<file path="config.mk">
export PLATFORM = sky130hd
export DESIGN_NAME = fetch_decode_unit
export DESIGN_NICKNAME = d
export VERILOG_FILES = /design/src/rtl/fd_pkg.sv /design/src/rtl/instr_field_decode.sv /design/src/rtl/fetch_decode_unit.sv
export SDC_FILE = /design/constraint.sdc
export NUM_CORES = 1
export LEC_CHECK = 0
export BUFFER_PORTS_ARGS = -buffer_cell sky130_fd_sc_hd__buf_2
export CAP_MARGIN = 20
export CORE_MARGIN = 2
export CORE_UTILIZATION = 48
export DETAILED_ROUTE_END_ITERATION = 12
export MAX_ROUTING_LAYER = met4
export PLACE_DENSITY = 0.73
export SLEW_MARGIN = 20
export SYNTH_ARGS = -nofsm -noshare
export SYNTH_HDL_FRONTEND = slang
export SYNTH_HIERARCHICAL = 1
export SYNTH_SLANG_ARGS = --single-unit
</file>
<file path="constraint.sdc">
create_clock -name clk -period 1.4 [get_ports clk]
set_input_delay 0.28 -clock clk [delete_from_list [all_inputs] [get_ports clk]]
set_output_delay 0.28 -clock clk [all_outputs]
set_load 0.01 [all_outputs]
</file>
<file path="src/rtl/fd_pkg.sv">
// rtl/fd_pkg.sv - opcodes, instruction field positions and control bundle for the front end
package fd_pkg;

  localparam logic [1:0] OP_ADD = 2'b00;
  localparam logic [1:0] OP_LW  = 2'b01;
  localparam logic [1:0] OP_SW  = 2'b10;
  localparam logic [1:0] OP_J   = 2'b11;

  // Field map of the fixed 8-bit instruction word
  localparam int OP_MSB    = 7;
  localparam int OP_LSB    = 6;
  localparam int RS_MSB    = 5;
  localparam int RS_LSB    = 4;
  localparam int RT_MSB    = 3;
  localparam int RT_LSB    = 2;
  localparam int RD_MSB    = 1;
  localparam int RD_LSB    = 0;
  localparam int JADDR_MSB = 5;
  localparam int JADDR_W   = 6;

  typedef struct packed {
    logic reg_write;
    logic mem_read;
    logic mem_write;
    logic alu_src;
    logic reg_dst;
    logic jump;
  } ctrl_t;

  localparam ctrl_t CTRL_NONE = '0;

  // Main-control truth table, one entry per opcode
  function automatic ctrl_t op_to_ctrl(input logic [1:0] op);
    ctrl_t c;
    c = CTRL_NONE;
    case (op)
      OP_ADD: begin c.reg_write = 1'b1; c.reg_dst = 1'b1; end
      OP_LW:  begin c.reg_write = 1'b1; c.mem_read = 1'b1; c.alu_src = 1'b1; end
      OP_SW:  begin c.mem_write = 1'b1; c.alu_src = 1'b1; end
      default: c.jump = 1'b1;
    endcase
    return c;
  endfunction

endpackage

</file>
<file path="src/rtl/instr_field_decode.sv">
// rtl/instr_field_decode.sv - combinational split of an instruction word into fields and controls
module instr_field_decode
  import fd_pkg::*;
(
  input  logic [7:0]         i_instr,
  output logic [1:0]         o_opcode,
  output logic [1:0]         o_rs,
  output logic [1:0]         o_rt,
  output logic [1:0]         o_rd,
  output logic [1:0]         o_imm,
  output logic [JADDR_W-1:0] o_jaddr,
  output ctrl_t              o_ctrl
);

  assign o_opcode = i_instr[OP_MSB:OP_LSB];
  assign o_rs     = i_instr[RS_MSB:RS_LSB];
  assign o_rt     = i_instr[RT_MSB:RT_LSB];
  assign o_rd     = i_instr[RD_MSB:RD_LSB];
  // The immediate shares bits with rd; it goes out raw to the sign extender
  assign o_imm    = i_instr[RD_MSB:RD_LSB];
  assign o_jaddr  = i_instr[JADDR_MSB:0];
  assign o_ctrl   = op_to_ctrl(i_instr[OP_MSB:OP_LSB]);

endmodule

</file>
<file path="src/rtl/fetch_decode_unit.sv">
// rtl/fetch_decode_unit.sv - PC, ROM fetch tracking and registered decode with one-bubble jumps
module fetch_decode_unit
  import fd_pkg::*;
#(
  parameter int PC_W    = 8,
  parameter int INSTR_W = 8
) (
  input  logic               clk,
  input  logic               reset,
  output logic [PC_W-1:0]    imem_addr,
  input  logic [INSTR_W-1:0] imem_rdata,
  input  logic               stall,
  output logic               dec_valid,
  output logic [PC_W-1:0]    dec_pc,
  output logic [1:0]         opcode,
  output logic [1:0]         rs,
  output logic [1:0]         rt,
  output logic [1:0]         rd,
  output logic [1:0]         imm,
  output logic [5:0]         jaddr,
  output logic               reg_write,
  output logic               mem_read,
  output logic               mem_write,
  output logic               alu_src,
  output logic               reg_dst,
  output logic               jump
);

  logic [PC_W-1:0]    r_pc;
  logic [PC_W-1:0]    r_f_pc;
  logic               r_f_valid;

  logic               r_dec_valid;
  logic [PC_W-1:0]    r_dec_pc;
  logic [1:0]         r_opcode;
  logic [1:0]         r_rs;
  logic [1:0]         r_rt;
  logic [1:0]         r_rd;
  logic [1:0]         r_imm;
  logic [JADDR_W-1:0] r_jaddr;
  ctrl_t              r_ctrl;

  logic [1:0]         w_opcode;
  logic [1:0]         w_rs;
  logic [1:0]         w_rt;
  logic [1:0]         w_rd;
  logic [1:0]         w_imm;
  logic [JADDR_W-1:0] w_jaddr;
  ctrl_t              w_ctrl;
  ctrl_t              w_ctrl_gated;
  logic               w_take_jump;
  logic [PC_W-1:0]    w_jtarget;

  instr_field_decode u_decode (
    .i_instr  (imem_rdata),
    .o_opcode (w_opcode),
    .o_rs     (w_rs),
    .o_rt     (w_rt),
    .o_rd     (w_rd),
    .o_imm    (w_imm),
    .o_jaddr  (w_jaddr),
    .o_ctrl   (w_ctrl)
  );

  // A squashed word must neither redirect nor raise any control bit
  assign w_ctrl_gated = r_f_valid ? w_ctrl : CTRL_NONE;
  assign w_take_jump  = r_f_valid && !stall && (w_opcode == OP_J);
  assign w_jtarget    = PC_W'(w_jaddr);

  // While stalled, re-present the word already on the bus so nothing is lost
  assign imem_addr = stall ? r_f_pc : r_pc;

  // Fetch side: advance the PC, or redirect and squash the in-flight sequential fetch
  always_ff @(posedge clk or posedge reset) begin
    if (reset) begin
      r_pc      <= '0;
      r_f_pc    <= '0;
      r_f_valid <= 1'b0;
    end else if (!stall) begin
      r_f_pc <= r_pc;
      if (w_take_jump) begin
        r_pc      <= w_jtarget;
        r_f_valid <= 1'b0;
      end else begin
        r_pc      <= r_pc + PC_W'(1);
        r_f_valid <= 1'b1;
      end
    end
  end

  // Decode register: capture the ROM word and its address each unstalled cycle
  always_ff @(posedge clk or posedge reset) begin
    if (reset) begin
      r_dec_valid <= 1'b0;
      r_dec_pc    <= '0;
      r_opcode    <= '0;
      r_rs        <= '0;
      r_rt        <= '0;
      r_rd        <= '0;
      r_imm       <= '0;
      r_jaddr     <= '0;
      r_ctrl      <= CTRL_NONE;
    end else if (!stall) begin
      r_dec_valid <= r_f_valid;
      r_dec_pc    <= r_f_pc;
      r_opcode    <= w_opcode;
      r_rs        <= w_rs;
      r_rt        <= w_rt;
      r_rd        <= w_rd;
      r_imm       <= w_imm;
      r_jaddr     <= w_jaddr;
      r_ctrl      <= w_ctrl_gated;
    end
  end

  assign dec_valid = r_dec_valid;
  assign dec_pc    = r_dec_pc;
  assign opcode    = r_opcode;
  assign rs        = r_rs;
  assign rt        = r_rt;
  assign rd        = r_rd;
  assign imm       = r_imm;
  assign jaddr     = r_jaddr;
  assign reg_write = r_ctrl.reg_write;
  assign mem_read  = r_ctrl.mem_read;
  assign mem_write = r_ctrl.mem_write;
  assign alu_src   = r_ctrl.alu_src;
  assign reg_dst   = r_ctrl.reg_dst;
  assign jump      = r_ctrl.jump;

endmodule

</file>
## Word-level counts from Yosys, hierarchy flattened

Index checks and enable logic that the tools add are counted.

| storage, ports and cells | value |
|---|---|
| register bits | 46 |
| output and inout port bits | 39 |
| logic and storage cells | 37 |

| operators by class | value |
|---|---|
| add/subtract/negate cells | 1 |
| equal/unequal tests | 3 |
| mux-type cells | 10 |
| reductions and logical operators | 7 |

Operator list:

| kind | number |
|---|---|
| $mux 8 | 2 |
| $add 8x1->8 const B | 1 |
| $mux 1 | 7 |
| $mux 6 | 1 |
| $eq 2x2->1 const B | 2 |
| $reduce_or 2->1 | 2 |
| $reduce_or 3->1 | 1 |
| $eq 2x1->1 const B | 1 |
| $logic_and 1x1->1 | 2 |
| $logic_not 2->1 | 1 |
| $logic_not 1->1 | 1 |

## Logic depth before layout (Yosys ltp)

Gate-level depths: netlist of run 1.

| depth | value |
|---|---|
| depth after elaboration | 4 |
| depth in mapped cells | 6 |

## Cells and area by module

The synthesis of run 1 kept the hierarchy.

By module, submodules not included:

| module | times used | cells an instance | area an instance (sq um) | seq. area each (sq um) |
|---|---|---|---|---|
| fetch_decode_unit | 1 | 131 | 1,925.6 | 1,201.2 |
| instr_field_decode | 1 | 23 | 183.9 | 0.0 |

## Worst setup path before layout of run 1

OpenSTA, ideal clock, no wires.

| timing | value |
|---|---|
| path kind | input to register |
| from | in imem_rdata[7] |
| to | reg r_pc[5] |
| data arrival time | 1.280 ns |
| data required time | 1.331 ns |
| slack | 0.051 ns |
| stages | 5 |
| cell sequence | buf_4 and4b_1 buf_6 or4b_1 nand3_1 |

| between the ends | value |
|---|---|
| longest elaborated chain between the ends | 3 |

RTL lines:

| what | line | source |
|---|---|---|
| start, declared | fetch_decode_unit.sv:11 | `input logic [INSTR_W-1:0] imem_rdata,` |
| $eq 2x2->1 | fetch_decode_unit.sv:67 | `assign w_take_jump = r_f_valid && !stall && (w_opcode == OP_J);` |
| $logic_and 1x1->1 | fetch_decode_unit.sv:67 |  |
| $mux 8 | fetch_decode_unit.sv:81 | `if (w_take_jump) begin` |
| end signal, assigned | fetch_decode_unit.sv:82 | `r_pc <= w_jtarget;` |
| end signal, assigned | fetch_decode_unit.sv:85 | `r_pc <= r_pc + PC_W'(1);` |
| end, declared | fetch_decode_unit.sv:29 | `logic [PC_W-1:0] r_pc;` |

No other way between the ends.
A chain may end at the register's enable or synchronous reset.

## Worst setup path after layout of run 1

| timing | value |
|---|---|
| from | reg r_pc[1] |
| to | out imem_addr[1] |

| between the ends | value |
|---|---|
| longest elaborated chain between the ends | 1 |

RTL lines:

| what | line | source |
|---|---|---|
| $mux 8 | - |  |
| end, declared | fetch_decode_unit.sv:10 | `output logic [PC_W-1:0] imem_addr,` |

No other way between the ends.

==> impl_results.md, run 1 <==
- Setup Skew: 0.002267 ns
- Proportion of layout cells with a drive suffix above 1: 0.5646
- Clk buf depth: 2
- Die area: 4941 µm²
- Finished Core Util: 0.6157
- Post-route minimum period: 1.428 ns
- First-pass GRT wire length: 6851 µm
- Placed wire-length estimate: 2841 µm
- Post-synth EDFFs: 0
- GRT met1 Usage: 0.2216
- Final-report max-slew violation count: 0
- DR iter-0 viols: 86
- Max-cap violations: 0
- Cell count after synthesis: 154
- Die height: 70.30 µm
- Area growth, synth to finish: 25.33%
- Vias in the first global route: 1470
- Core area: 4294 µm²
- Cts bufs inserted: 5
- Tot Pwr: 4.007 mW
- Slew @ Worst Pin: 0.4370 ns
- CTS tree: yes
- Final antenna diode count: 0
- Most frequent cells in the layout: dfrtp_1 (45), buf_2 (41), mux2_2 (24)
- Antenna Nets Post-Route: 0
- Initial antenna violation count: 0
- Critical path class: flip-flop to output port
- Top delay family on crit path: flip-flops
- Crit Path Max Fanout: 4
- Max-Slew Margin vs Limit: 0.7080
- CP max stage cell: dfrtp_1
- Initial Util: 0.4913
- HP Class: input port to flip-flop
- Synth Cell Area: 2110 µm²
- Startpoint Class: flip-flop
- Commonest non-fill, non-tap cell in the layout: dfrtp_1
- Grt total ovfl: 0
- # IOs: 50
- Met3 Resource Use GR: 0.04473
- Hold Vio Cnt, Final: 0
- FF+latch count, synth: 48
- Largest net degree at the start of global routing: 31
- Clk sink count: 48
- Clock slew at reported path FFs: 0.08 ns
- DR vias: 1399
- Failing checks: setup timing
- WP data required: 1.12 ns
- P_leak: 1.278 nW
- First drt pass iteration count: 4
- Row count: 24
- Port buffer count: 49
- Latest clock arrival within the worst-skew pair: 0.30 ns
- Reg2Reg Depth: 4
- Post-Syn Area per Cell: 13.70 µm²
- WL final: 4068 µm
- Crit path depth: 2
- RSZ-0062 raised after global routing: yes
- CP Buf/Inv Count: 1
- Final Setup Violations: 3
- CP max stage delay: 0.43 ns
- Number of fill cells: 342
- Gr usage total: 0.1822
- Fmax: 700.4 MHz
- H-tree depth: 2
- Nets@finish: 224
- Vias/cell: 5.360
- Predominant post-synthesis flop cell: dfrtp_1
- PwrDens: 1516 nW/µm²
- Crit path DAT: 1.15 ns
- Setup_tns: -0.07020 ns
- CTS root buf: clkbuf_8
- Global routing's busiest layer: met2
- Register area share after synthesis: 0.5694
- Critical Path End Type: output port
- Async S/R FF share, synth: 1.000
- Number of synthesis warnings: 6
- Final Cycle Share: 1.020
- WHS Path Cells: 2
- Wire length per cell: 15.59 µm
- Crit-path cells: mux2_4 -> buf_6
- Syn nets: 170
- Count of different cell masters after synthesis: 30
- DIE WIDTH: 70.30 µm
- Status: finished with violations
- Maximum vdd drop: 721.1 µV
- Final worst setup slack: -0.02782 ns
- GPL Wtd Cong: 0.7394
- DRC violations left: 0
- Grt met2 use: 0.2977
## timing repair
| item | CTS | global route |
|---|---|---|
| hold buffers | 1 | 0 |
| hold endpoints to repair | 18 | 0 |
| pin swaps | 0 | 1 |
| resized for setup | 10 | 14 |
| setup endpoints to repair | 10 | 11 |
| buffers inserted | 9 | 3 |
## logic make-up after synthesis
family,Yosys count,share of synthesized area
AOI/OAI and AO/OA,23,0.08540
adders and majority gates,5,0.02966
buffers and inverters,28,0.08600
DFF,48,0.5694
muxes,32,0.1708
and+or+nand+nor,18,0.05872
## flip-flops by register name, summed over array words and instances (netlist names), 2 cells and up
register and cells:
dec_pc 8, r_f_pc 8, jaddr 6, rt 2, opcode 2, rd 2
imm 2, r_pc 8, rs 2
## final cells by class
class	instances	area [µm²]	share of cell area
clock buffers	6	82.58	0.03124
clock inverters	2	10.01	0.003786
inverters	4	18.77	0.007099
multi-input cells	78	767.0	0.2901
flip-flops and latches	48	1205	0.4558
well taps	52	65.06	0.02461
repair buffers	71	495.5	0.1874
## path summary, 6_finish.rpt
kind	start	slack [ns]	end
worst max-delay path	r_pc[1]$_DFFE_PP0N_	-0.03	imem_addr[1]
worst min-delay path	imem_rdata[1]	0.25	r_pc[1]$_DFFE_PP0N_
worst max register to register	r_pc[2]$_DFFE_PP0N_	0	r_pc[7]$_DFFE_PP0N_
worst min register to register	dec_valid$_DFFE_PP0N_	0.50	dec_valid$_DFFE_PP0N_
max in group asynchronous	reset	0.38	r_pc[2]$_DFFE_PP0N_
min in group asynchronous	reset	0.53	dec_pc[7]$_DFFE_PP0N_
## power by group
group          switching [mW]  internal, mW  leakage (nW)
clock                   0.445         0.395        0.0510
combinational           0.545         0.758         0.653
sequential              0.175          1.69         0.574
## layer usage
| layer | wire length [µm] | vias to the layer above |
|---|---|---|
| met1 | 1805 | 700 |
| li1 | - | 650 |
| met3 | 170 | 6 |
| met2 | 2050 | 43 |
| met5 | 0 | - |
| met4 | 41 | 0 |
## through the flow
stage,std cells,setup WS (ns),hold slack (ns),area [µm²]
after floorplan,154,0.05116,0.3097,2113
after global placement,240,-0.01218,0.3011,2350
after detailed placement,240,-0.04319,0.3117,2350
after CTS,258,-0.04678,0.2396,2562
after global routing,261,-0.07450,0.2462,2644
final,261,-0.02782,0.2522,2644
## Yosys cell counts (3+ instances only)
cell     instances  area, µm²
a21o_1           3      22.52
ha_1             5      62.56
buf_4           16      120.1
mux2_2          32      360.4
a22o_1           6      52.55
buf_2            7      35.03
a21oi_1          3      15.01
a221o_1          4      40.04
inv_1            4      15.01
dfrtp_1         48       1201
Note: power is estimated with default switching activity, not from simulation.
==> inputs of run 2 (changes only) <==
--- a/config.mk
+++ b/config.mk
@@ -7,6 +7,7 @@
 export LEC_CHECK = 0
 export BUFFER_PORTS_ARGS = -buffer_cell sky130_fd_sc_hd__buf_2
 export CAP_MARGIN = 20
+export CORE_ASPECT_RATIO = 0.75
 export CORE_MARGIN = 2
 export CORE_UTILIZATION = 48
 export DETAILED_ROUTE_END_ITERATION = 12
==> impl_results.md, run 2 (same netlist as run 1, synthesis figures left out) <==
- CP Buf/Inv Count: 1 (unchanged)
- Finished Core Util: 0.6373 (was 0.6157)
- Fin area: 2631 µm² (was 2644 µm²)
- Row count: 20 (was 24)
- Startpoint Class: flip-flop (unchanged)
- Final Setup Violations: 3 (unchanged)
- Failing checks: setup timing (unchanged)
- DRC violations left: 0 (unchanged)
- Placement Cell Area: 2361 µm² (was 2350 µm²)
- Initial antenna violation count: 0 (unchanged)
- CP max stage cell: dfrtp_2 (was dfrtp_1)
- Crit Path Max Fanout: 4 (unchanged)
- Post-route minimum period: 1.431 ns (was 1.428 ns)
- Max-cap violations: 0 (unchanged)
- Antenna Nets Post-Route: 0 (unchanged)
- WL final: 4082 µm (was 4068 µm)
- RSZ-0062 raised after global routing: yes (unchanged)
- GPL Wtd Cong: 0.8234 (was 0.7394)
- Final worst setup slack: -0.03117 ns (was -0.02782 ns)
- Proportion of layout cells with a drive suffix above 1: 0.5481 (was 0.5646)
- Status: finished with violations (unchanged)
- CTS tree: yes (unchanged)
- H-tree depth: 2 (unchanged)
- Die area: 4947 µm² (was 4941 µm²)
- Most frequent cells in the layout: dfrtp_1 (45), buf_2 (41), mux2_2 (24) (unchanged)
- Cts bufs inserted: 5 (unchanged)
- Port buffer count: 49 (unchanged)
- Clk buf depth: 2 (unchanged)
- PwrDens: 1502 nW/µm² (was 1516 nW/µm²)
- CP max stage delay: 0.45 ns (was 0.43 ns)
- R2r endpoint: r_pc[4]$_DFFE_PP0N_ (was r_pc[7]$_DFFE_PP0N_)
- Reg2Reg Depth: 4 (unchanged)
- Gr usage total: 0.1839 (was 0.1822)
- Worst Setup SP: r_pc[2]$_DFFE_PP0N_ (was r_pc[1]$_DFFE_PP0N_)
- DR iter-0 viols: 102 (was 86)
- Fmax: 698.7 MHz (was 700.4 MHz)
- Grt total ovfl: 0 (unchanged)
- Wire length per cell: 15.52 µm (was 15.59 µm)
- CTS root buf: clkbuf_8 (unchanged)
- Initial Util: 0.5109 (was 0.4913)
- WHS Path Cells: 2 (unchanged)
- Clk sink count: 48 (unchanged)
- Final antenna diode count: 0 (unchanged)
- HP Class: input port to flip-flop (unchanged)
- # IOs: 50 (unchanged)
- Max-Slew Margin vs Limit: 0.6781 (was 0.7080)
- Largest net degree at the start of global routing: 32 (was 31)
- RR Startpoint: r_pc[1]$_DFFE_PP0N_ (was r_pc[2]$_DFFE_PP0N_)
- Hold Vio Cnt, Final: 0 (unchanged)
- First drt pass iteration count: 4 (unchanged)
- Core area: 4129 µm² (was 4294 µm²)
- First-pass GRT wire length: 6596 µm (was 6851 µm)
- Setup_tns: -0.07626 ns (was -0.07020 ns)
- Vias in the first global route: 1424 (was 1470)
- Vias/cell: 5.281 (was 5.360)
- Nets@finish: 223 (was 224)
- Placed wire-length estimate: 2881 µm (was 2841 µm)
- Area growth, synth to finish: 24.73% (was 25.33%)
- Top delay family on crit path: flip-flops (unchanged)
- Crit path DAT: 1.15 ns (about the same)
- Setup Skew: 0.006789 ns (was 0.002267 ns)
- Final Cycle Share: 1.022 (was 1.020)
- Worst reg-to-reg setup slack: 0.01 ns (was 0 ns)
- Slew @ Worst Pin: 0.4810 ns (was 0.4370 ns)
- Commonest non-fill, non-tap cell in the layout: dfrtp_1 (unchanged)
- Clock slew at reported path FFs: 0.08 ns (about the same)
- Critical path class: flip-flop to output port (unchanged)
- Crit-path cells: mux2_4 -> buf_6 (unchanged)
- Critical Path End Type: output port (unchanged)
- Hold Startpoint: imem_rdata[0] (was imem_rdata[1])
- WHS Endpoint: rd[0]$_DFFE_PP0N_ (was r_pc[1]$_DFFE_PP0N_)
- Tot Pwr: 3.951 mW (was 4.007 mW)
- Maximum vdd drop: 733.8 µV (was 721.1 µV)
- Latest clock arrival within the worst-skew pair: 0.29 ns (was 0.30 ns)
- Final-report max-slew violation count: 0 (unchanged)
- P_leak: 1.262 nW (was 1.278 nW)
- DIE WIDTH: 80.55 µm (was 70.30 µm)
- WP data required: 1.12 ns (about the same)
- DR vias: 1389 (was 1399)
- Die height: 61.41 µm (was 70.30 µm)
==> run 2: worst max path at each step <==
stage               cells past startpoint                   to
floorplan                               5  r_pc[5]$_DFFE_PP0N_
global placement                        5  r_pc[4]$_DFFE_PP0N_
detailed placement                      5  r_pc[3]$_DFFE_PP0N_
CTS                                     2         imem_addr[0]
global route                            2         imem_addr[1]
finish                                  2         imem_addr[2]
==> run 2: area by class of cell <==
cell class,instances,area [µm²]
clock buffers,8,90.09
fillers,334,1498
flip-flops and latches,48,1205
multi-input cells,78,768.2
inverters,4,18.77
repair buffers,70,480.5
well taps,55,68.82
==> run 2: through the flow <==
step / worst slack [ns] / cells / hold WS [ns]
after floorplan: 0.05116 / 154 / 0.3097
after global placement: 0.02609 / 244 / 0.2973
after detailed placement: -0.02814 / 244 / 0.3095
after CTS: -0.02473 / 260 / 0.2654
after global routing: -0.06718 / 263 / 0.2641
final: -0.03117 / 263 / 0.2731
==> run 2: power breakdown <==
group / switching [mW] / internal (mW)
Sequential: 0.181 / 1.69
Clock: 0.421 / 0.403
Combinational: 0.544 / 0.713
Total: 1.14 / 2.81
==> run 2: repair_timing <==
item	in CTS	in global routing
buffers inserted	7	3
endpoints found under the setup margin	9	12
hold buffers	1	0
hold endpoints to repair	6	0
gates resized for setup	9	13
==> run 2: metal layers <==
metal	track usage	vias to the layer above	wire length (µm)
li1	-	646	-
met1	0.2337	703	1863
met2	0.2905	36	1988
met3	0.05132	4	195
met4	0.06053	0	36
met5	-	-	0
==> run 2: worst register-to-register path, stage by stage, from the launching register on <==
cell     delay (ns)
dfrtp_1        0.41
ha_2           0.22
nand3_1        0.14
a21o_1         0.21
a221o_1        0.28
